`config.mk`:
```
export PLATFORM = sky130hd
export DESIGN_NAME = gcd_unit
export DESIGN_NICKNAME = d
export VERILOG_FILES = /design/src/rtl/gcd_pkg.sv /design/src/rtl/gcd_datapath.sv /design/src/rtl/gcd_unit.sv
export SDC_FILE = /design/constraint.sdc
export NUM_CORES = 1
export LEC_CHECK = 0
export CAP_MARGIN = 20
export CORE_ASPECT_RATIO = 0.6
export CORE_UTILIZATION = 49
export DETAILED_ROUTE_END_ITERATION = 12
export GPL_TIMING_DRIVEN = 1
export HOLD_SLACK_MARGIN = 0.08
export PLACE_DENSITY = 0.83
export SLEW_MARGIN = 40
export SYNTH_ARGS = -nofsm -noshare
export SYNTH_HDL_FRONTEND = slang
export SYNTH_SLANG_ARGS = --single-unit
```
`constraint.sdc`:
```
create_clock -name clk -period 7.54 [get_ports clk]
set_input_delay 1.131 -clock clk [delete_from_list [all_inputs] [get_ports clk]]
set_output_delay 1.131 -clock clk [all_outputs]
set_load 0.02 [all_outputs]
```
`src/rtl/gcd_pkg.sv`:
```
// Shared types and defaults for the GCD engine.
package gcd_pkg;

  typedef enum logic [1:0] {
    IDLE = 2'd0,
    CALC = 2'd1,
    DONE = 2'd2
  } gcd_state_e;

  localparam int GCD_DEFAULT_WIDTH = 16;

endpackage

```
`src/rtl/gcd_datapath.sv`:
```
// Operand registers and subtract/compare logic for the GCD engine.
// load captures a new operand pair; x_sel/y_sel pick the difference and x_en/y_en enable the write.
module gcd_datapath
  import gcd_pkg::*;
#(
  parameter int WIDTH = GCD_DEFAULT_WIDTH
) (
  input  logic             clk,
  input  logic             rst_n,
  input  logic             load,
  input  logic             x_sel,
  input  logic             y_sel,
  input  logic             x_en,
  input  logic             y_en,
  input  logic [WIDTH-1:0] a_in,
  input  logic [WIDTH-1:0] b_in,
  output logic [WIDTH-1:0] x_val,
  output logic [WIDTH-1:0] y_val,
  output logic             x_lt_y,
  output logic             x_gt_y,
  output logic             x_eq_y,
  output logic             x_zero,
  output logic             y_zero
);

  logic [WIDTH-1:0] x_q, x_d;
  logic [WIDTH-1:0] y_q, y_d;

  // Load mux and subtractors; a subtraction is only selected when its minuend is larger.
  always_comb begin
    x_d = x_q;
    y_d = y_q;
    if (load) begin
      x_d = a_in;
      y_d = b_in;
    end else begin
      x_d = x_sel ? (x_q - y_q) : x_q;
      y_d = y_sel ? (y_q - x_q) : y_q;
    end
  end

  always_ff @(posedge clk) begin
    if (!rst_n) begin
      x_q <= {WIDTH{1'b0}};
      y_q <= {WIDTH{1'b0}};
    end else begin
      if (x_en) begin
        x_q <= x_d;
      end else begin
        x_q <= x_q;
      end
      if (y_en) begin
        y_q <= y_d;
      end else begin
        y_q <= y_q;
      end
    end
  end

  assign x_val  = x_q;
  assign y_val  = y_q;
  assign x_lt_y = (x_q < y_q);
  assign x_gt_y = (x_q > y_q);
  assign x_eq_y = (x_q == y_q);
  assign x_zero = (x_q == {WIDTH{1'b0}});
  assign y_zero = (y_q == {WIDTH{1'b0}});

endmodule

```
`src/rtl/gcd_unit.sv`:
```
// Handshaked GCD engine: Euclid by repeated subtraction, one step per cycle.
// Define GCD_ITER_CNT_EN to add the iter_cnt output (subtraction count of the last operation).
module gcd_unit
  import gcd_pkg::*;
#(
  parameter int WIDTH = GCD_DEFAULT_WIDTH
) (
  input  logic             clk,
  input  logic             rst_n,
  input  logic             in_valid,
  output logic             in_ready,
  input  logic [WIDTH-1:0] a_in,
  input  logic [WIDTH-1:0] b_in,
  output logic             out_valid,
  input  logic             out_ready,
  output logic [WIDTH-1:0] gcd_out,
  output logic             zero_flag,
  output logic             busy
`ifdef GCD_ITER_CNT_EN
  ,
  output logic [WIDTH-1:0] iter_cnt
`endif
);

  gcd_state_e state_q, state_d;

  logic             load_s, sub_x_s, sub_y_s, done_set_s, valid_d;
  logic [WIDTH-1:0] x_val, y_val, res_s;
  logic             x_lt_y, x_gt_y, x_eq_y, x_zero, y_zero;
  logic [WIDTH-1:0] gcd_q;
  logic             zero_q, valid_q;

  gcd_datapath #(.WIDTH(WIDTH)) u_dp (
    .clk    (clk),
    .rst_n  (rst_n),
    .load   (load_s),
    .x_sel  (sub_x_s),
    .y_sel  (sub_y_s),
    .x_en   (load_s | sub_x_s),
    .y_en   (load_s | sub_y_s),
    .a_in   (a_in),
    .b_in   (b_in),
    .x_val  (x_val),
    .y_val  (y_val),
    .x_lt_y (x_lt_y),
    .x_gt_y (x_gt_y),
    .x_eq_y (x_eq_y),
    .x_zero (x_zero),
    .y_zero (y_zero)
  );

  // Next-state and datapath control; terminal checks take priority over subtraction.
  always_comb begin
    state_d    = state_q;
    load_s     = 1'b0;
    sub_x_s    = 1'b0;
    sub_y_s    = 1'b0;
    done_set_s = 1'b0;
    case (state_q)
      IDLE: begin
        if (in_valid) begin
          load_s  = 1'b1;
          state_d = CALC;
        end else begin
          state_d = IDLE;
        end
      end
      CALC: begin
        if (x_zero || y_zero || x_eq_y) begin
          done_set_s = 1'b1;
          state_d    = DONE;
        end else if (x_gt_y) begin
          sub_x_s = 1'b1;
        end else if (x_lt_y) begin
          sub_y_s = 1'b1;
        end else begin
          state_d = CALC;
        end
      end
      DONE: begin
        if (out_ready) begin
          state_d = IDLE;
        end else begin
          state_d = DONE;
        end
      end
      default: begin
        state_d = IDLE;
      end
    endcase
  end

  // With x == 0 the answer is y; in every other terminal case it is x.
  assign res_s   = x_zero ? y_val : x_val;
  assign valid_d = (state_d == DONE);

  always_ff @(posedge clk) begin
    if (!rst_n) begin
      state_q <= IDLE;
      gcd_q   <= {WIDTH{1'b0}};
      zero_q  <= 1'b0;
      valid_q <= 1'b0;
    end else begin
      state_q <= state_d;
      valid_q <= valid_d;
      if (done_set_s) begin
        gcd_q  <= res_s;
        zero_q <= x_zero && y_zero;
      end else begin
        gcd_q  <= gcd_q;
        zero_q <= zero_q;
      end
    end
  end

`ifdef GCD_ITER_CNT_EN
  logic [WIDTH-1:0] cnt_q;

  // Cleared on accept, bumped on every subtraction, held otherwise.
  always_ff @(posedge clk) begin
    if (!rst_n) begin
      cnt_q <= {WIDTH{1'b0}};
    end else if (load_s) begin
      cnt_q <= {WIDTH{1'b0}};
    end else if (sub_x_s || sub_y_s) begin
      cnt_q <= cnt_q + {{(WIDTH-1){1'b0}}, 1'b1};
    end else begin
      cnt_q <= cnt_q;
    end
  end

  assign iter_cnt = cnt_q;
`endif

  assign in_ready  = (state_q == IDLE);
  assign busy      = (state_q != IDLE);
  assign out_valid = valid_q;
  assign gcd_out   = gcd_q;
  assign zero_flag = zero_q;

endmodule

```
==> impl_metrics.json <==
{
  "clock.fmax_ghz": 0.287,
  "final_common_cell": "a21oi_1",
  "layout-drive-gt1-share_pct": 4.79,
  "cts_sinks": 52,
  "ant_nets": 0,
  "setup_violations": 0,
  "setup_tns_ps": 0,
  "drt_iter0_markers": 596,
  "critPathMostFrequentCell": "a21oi_1",
  "placed_area_um2": 4550,
  "row_count": 25,
  "drt_wl_total_um": 12400,
  "numCtsBuffers": 5,
  "path_delay_family": "compound AO/OA/AOI/OAI gates",
  "avgSynthCellArea_um2": 7.87,
  "yosys_most_used_dff": "dfxtp_1",
  "grt_remaining_overflow": 0,
  "clk-insertion-delay-late_ps": 300,
  "dpl.hpwl_um": 9060,
  "final_area_um2": 4700,
  "portBuffers": 55,
  "vias": 4098,
  "antenna_cells": 0,
  "vias_per_cell": 6.29,
  "grt_antenna_before_repair": 0,
  "worst-path-buf-inv": 1,
  "synth_seq_cells": 52,
  "critical_path_class": "reg2reg",
  "worstPathMaxFanout": 24,
  "fillerInstances": 673,
  "synth_cells": 514,
  "cts_hold_buf": 0,
  "ff2ff_path_depth": 9,
  "ir_worst_vdd_uv": 145,
  "clkSlewWorstSetupHoldPaths_ps": 80,
  "die_area_um2": 8630,
  "min_path_type": "reg2reg",
  "cts_setup_buffers": 0,
  "synth-edff-count": 0,
  "cts-resized-gates": 0,
  "syn_nets": 583,
  "cpMaxStageDelayCell": "nand3_2",
  "drv_slew": 0,
  "cts_tree": "yes",
  "grt_pass1_wl_um": 19700,
  "ctsRootBufferMaster": "clkbuf_16",
  "grt_max_degree": 58,
  "core_region_area_um2": 7950,
  "leakage_nw": 2.08,
  "dr.pass1.iters": 6,
  "grt_pass1_vias": 3803,
  "yosysUniqueCellTypes": 65,
  "die_w_um": 119,
  "htreeDepth": 2,
  "grtUsageTotal_pct": 29.3,
  "start_kind": "register",
  "finalNonFillerCells": 651,
  "async_flop_share_pct": 0,
  "most-common-layout-cells": "a21oi_1 (71), clkdlybuf4s50_1 (54), dfxtp_1 (52)",
  "slowest_delay_ps": 590,
  "cp_cell_sequence": "inv_1, ha_1, a21oi_1, o21ai_0, a21oi_1, nand3_2, a211o_1, a311oi_1, o21a_1",
  "pin_count": 56,
  "fin_skew_ps": 6.35,
  "die_y_um": 72.4,
  "relSlewSlack_pct": 50.1,
  "fin_crit_ps": 3490,
  "cp.required_ps": 7780,
  "wl_per_cell_um": 19.1,
  "ys_seq_area_share_pct": 25.7,
  "hold_viol": 0,
  "p_per_area_nw_per_um2": 343,
  "synth_warnings": 0,
  "placedCellCount": 643,
  "place_congestion": 0.997,
  "final_nets": 611,
  "syn_area_um2": 4050,
  "setup.worst_path.end_class": "register",
  "hold_ws_ps": 513,
  "min_period_over_period_pct": 46.3,
  "crit_arrival_ps": 3730,
  "status": "finished, final reports clean",
  "worstHoldPathCells": 1,
  "cp.depth": 9,
  "rsz0062_at_grt": "no",
  "worst_slew_pin_slew_ps": 749,
  "syn2layout_area_growth_pct": 16.3,
  "drc": 0,
  "clock_path_buffers": 2,
  "cap_violations": 0,
  "start_util_pct": 50.9
}
worst register-to-register path, delay by kind of cell, from the launching register on:
family / cells / cell delay, ps
buffers and inverters: 1 / 90
and+or+nand+nor: 1 / 590
AOI/OAI and AO/OA: 6 / 1890
DFF: 1 / 400
adders and majority gates: 1 / 460
Yosys cell counts, types with 10 or more instances:
cell type | instances | area [µm²]
o21a_1 | 10 | 75.1
clkbuf_1 | 15 | 56.3
buf_2 | 11 | 55.1
ha_1 | 31 | 388
dfxtp_1 | 52 | 1040
a21oi_1 | 71 | 355
inv_1 | 39 | 146
nor2_1 | 30 | 113
o21ai_0 | 41 | 205
nand2_1 | 36 | 135
o211a_1 | 23 | 230
state kept, by name, summed over array words and instances, names as in the netlist:
register,count
zero_flag,1
u_dp.x_val,16
u_dp.y_val,16
state_q,2
out_valid,1
gcd_out,16
final timing paths:
check | from | to | slack, ps
max reg2reg | u_dp.y_val[11] | u_dp.y_val[15] | 4050
min reg2reg | gcd_out[13] | gcd_out[13] | 510
min | gcd_out[13] | gcd_out[13] | 510
max | u_dp.y_val[11] | u_dp.y_val[15] | 4050
metal layers:
layer	vias to the layer above	track usage, %	wire length (µm)
met5	-	0	0
met3	23	9.43	1680
met1	1903	43.4	5770
met2	268	40.2	4830
met4	0	7.64	156
li1	1904	-	-
cell families (layout without fill, tap and decap cells):
| family | after synthesis | after routing | synth area share [%] |
|---|---|---|---|
| compound gates | 201 | 201 | 33.2 |
| xor+xnor | 16 | 16 | 3.46 |
| fa+ha+maj | 33 | 33 | 10.6 |
| buf+inv | 74 | 103 | 8.23 |
| flops | 52 | 52 | 25.7 |
| mux | 7 | 7 | 1.79 |
| simple gates | 131 | 131 | 17.0 |
where the power goes:
group          internal [mW]  switching (mW)  leakage [nW]  total (mW)
registers              0.321          0.0650         0.427       0.386
logic                  0.389           0.602          1.58       0.991
clock network          0.125           0.113        0.0742       0.238
stage by stage:
step | power [mW] | util [%] | setup slack [ps]
global placement | 1.31 | 57.2 | 4240
detailed placement | 1.34 | 57.3 | 4240
CTS | 1.57 | 59.2 | 4220
finish | 1.61 | 59.2 | 4050
floorplan | 1.11 | - | 5060
global route | 1.71 | 59.2 | 3930
area by class of cell:
type	instances	area [µm²]	share of cell area [%]
Timing Repair Buffer	56	556	11.8
Clock inverter	3	22.5	0.479
Sequential cell	52	1040	22.1
Multi-Input combinational cell	388	2680	56.9
Tap cell	108	135	2.87
Inverter	39	146	3.11
Clock buffer	5	125	2.66
(Power assumes the default switching activity.)
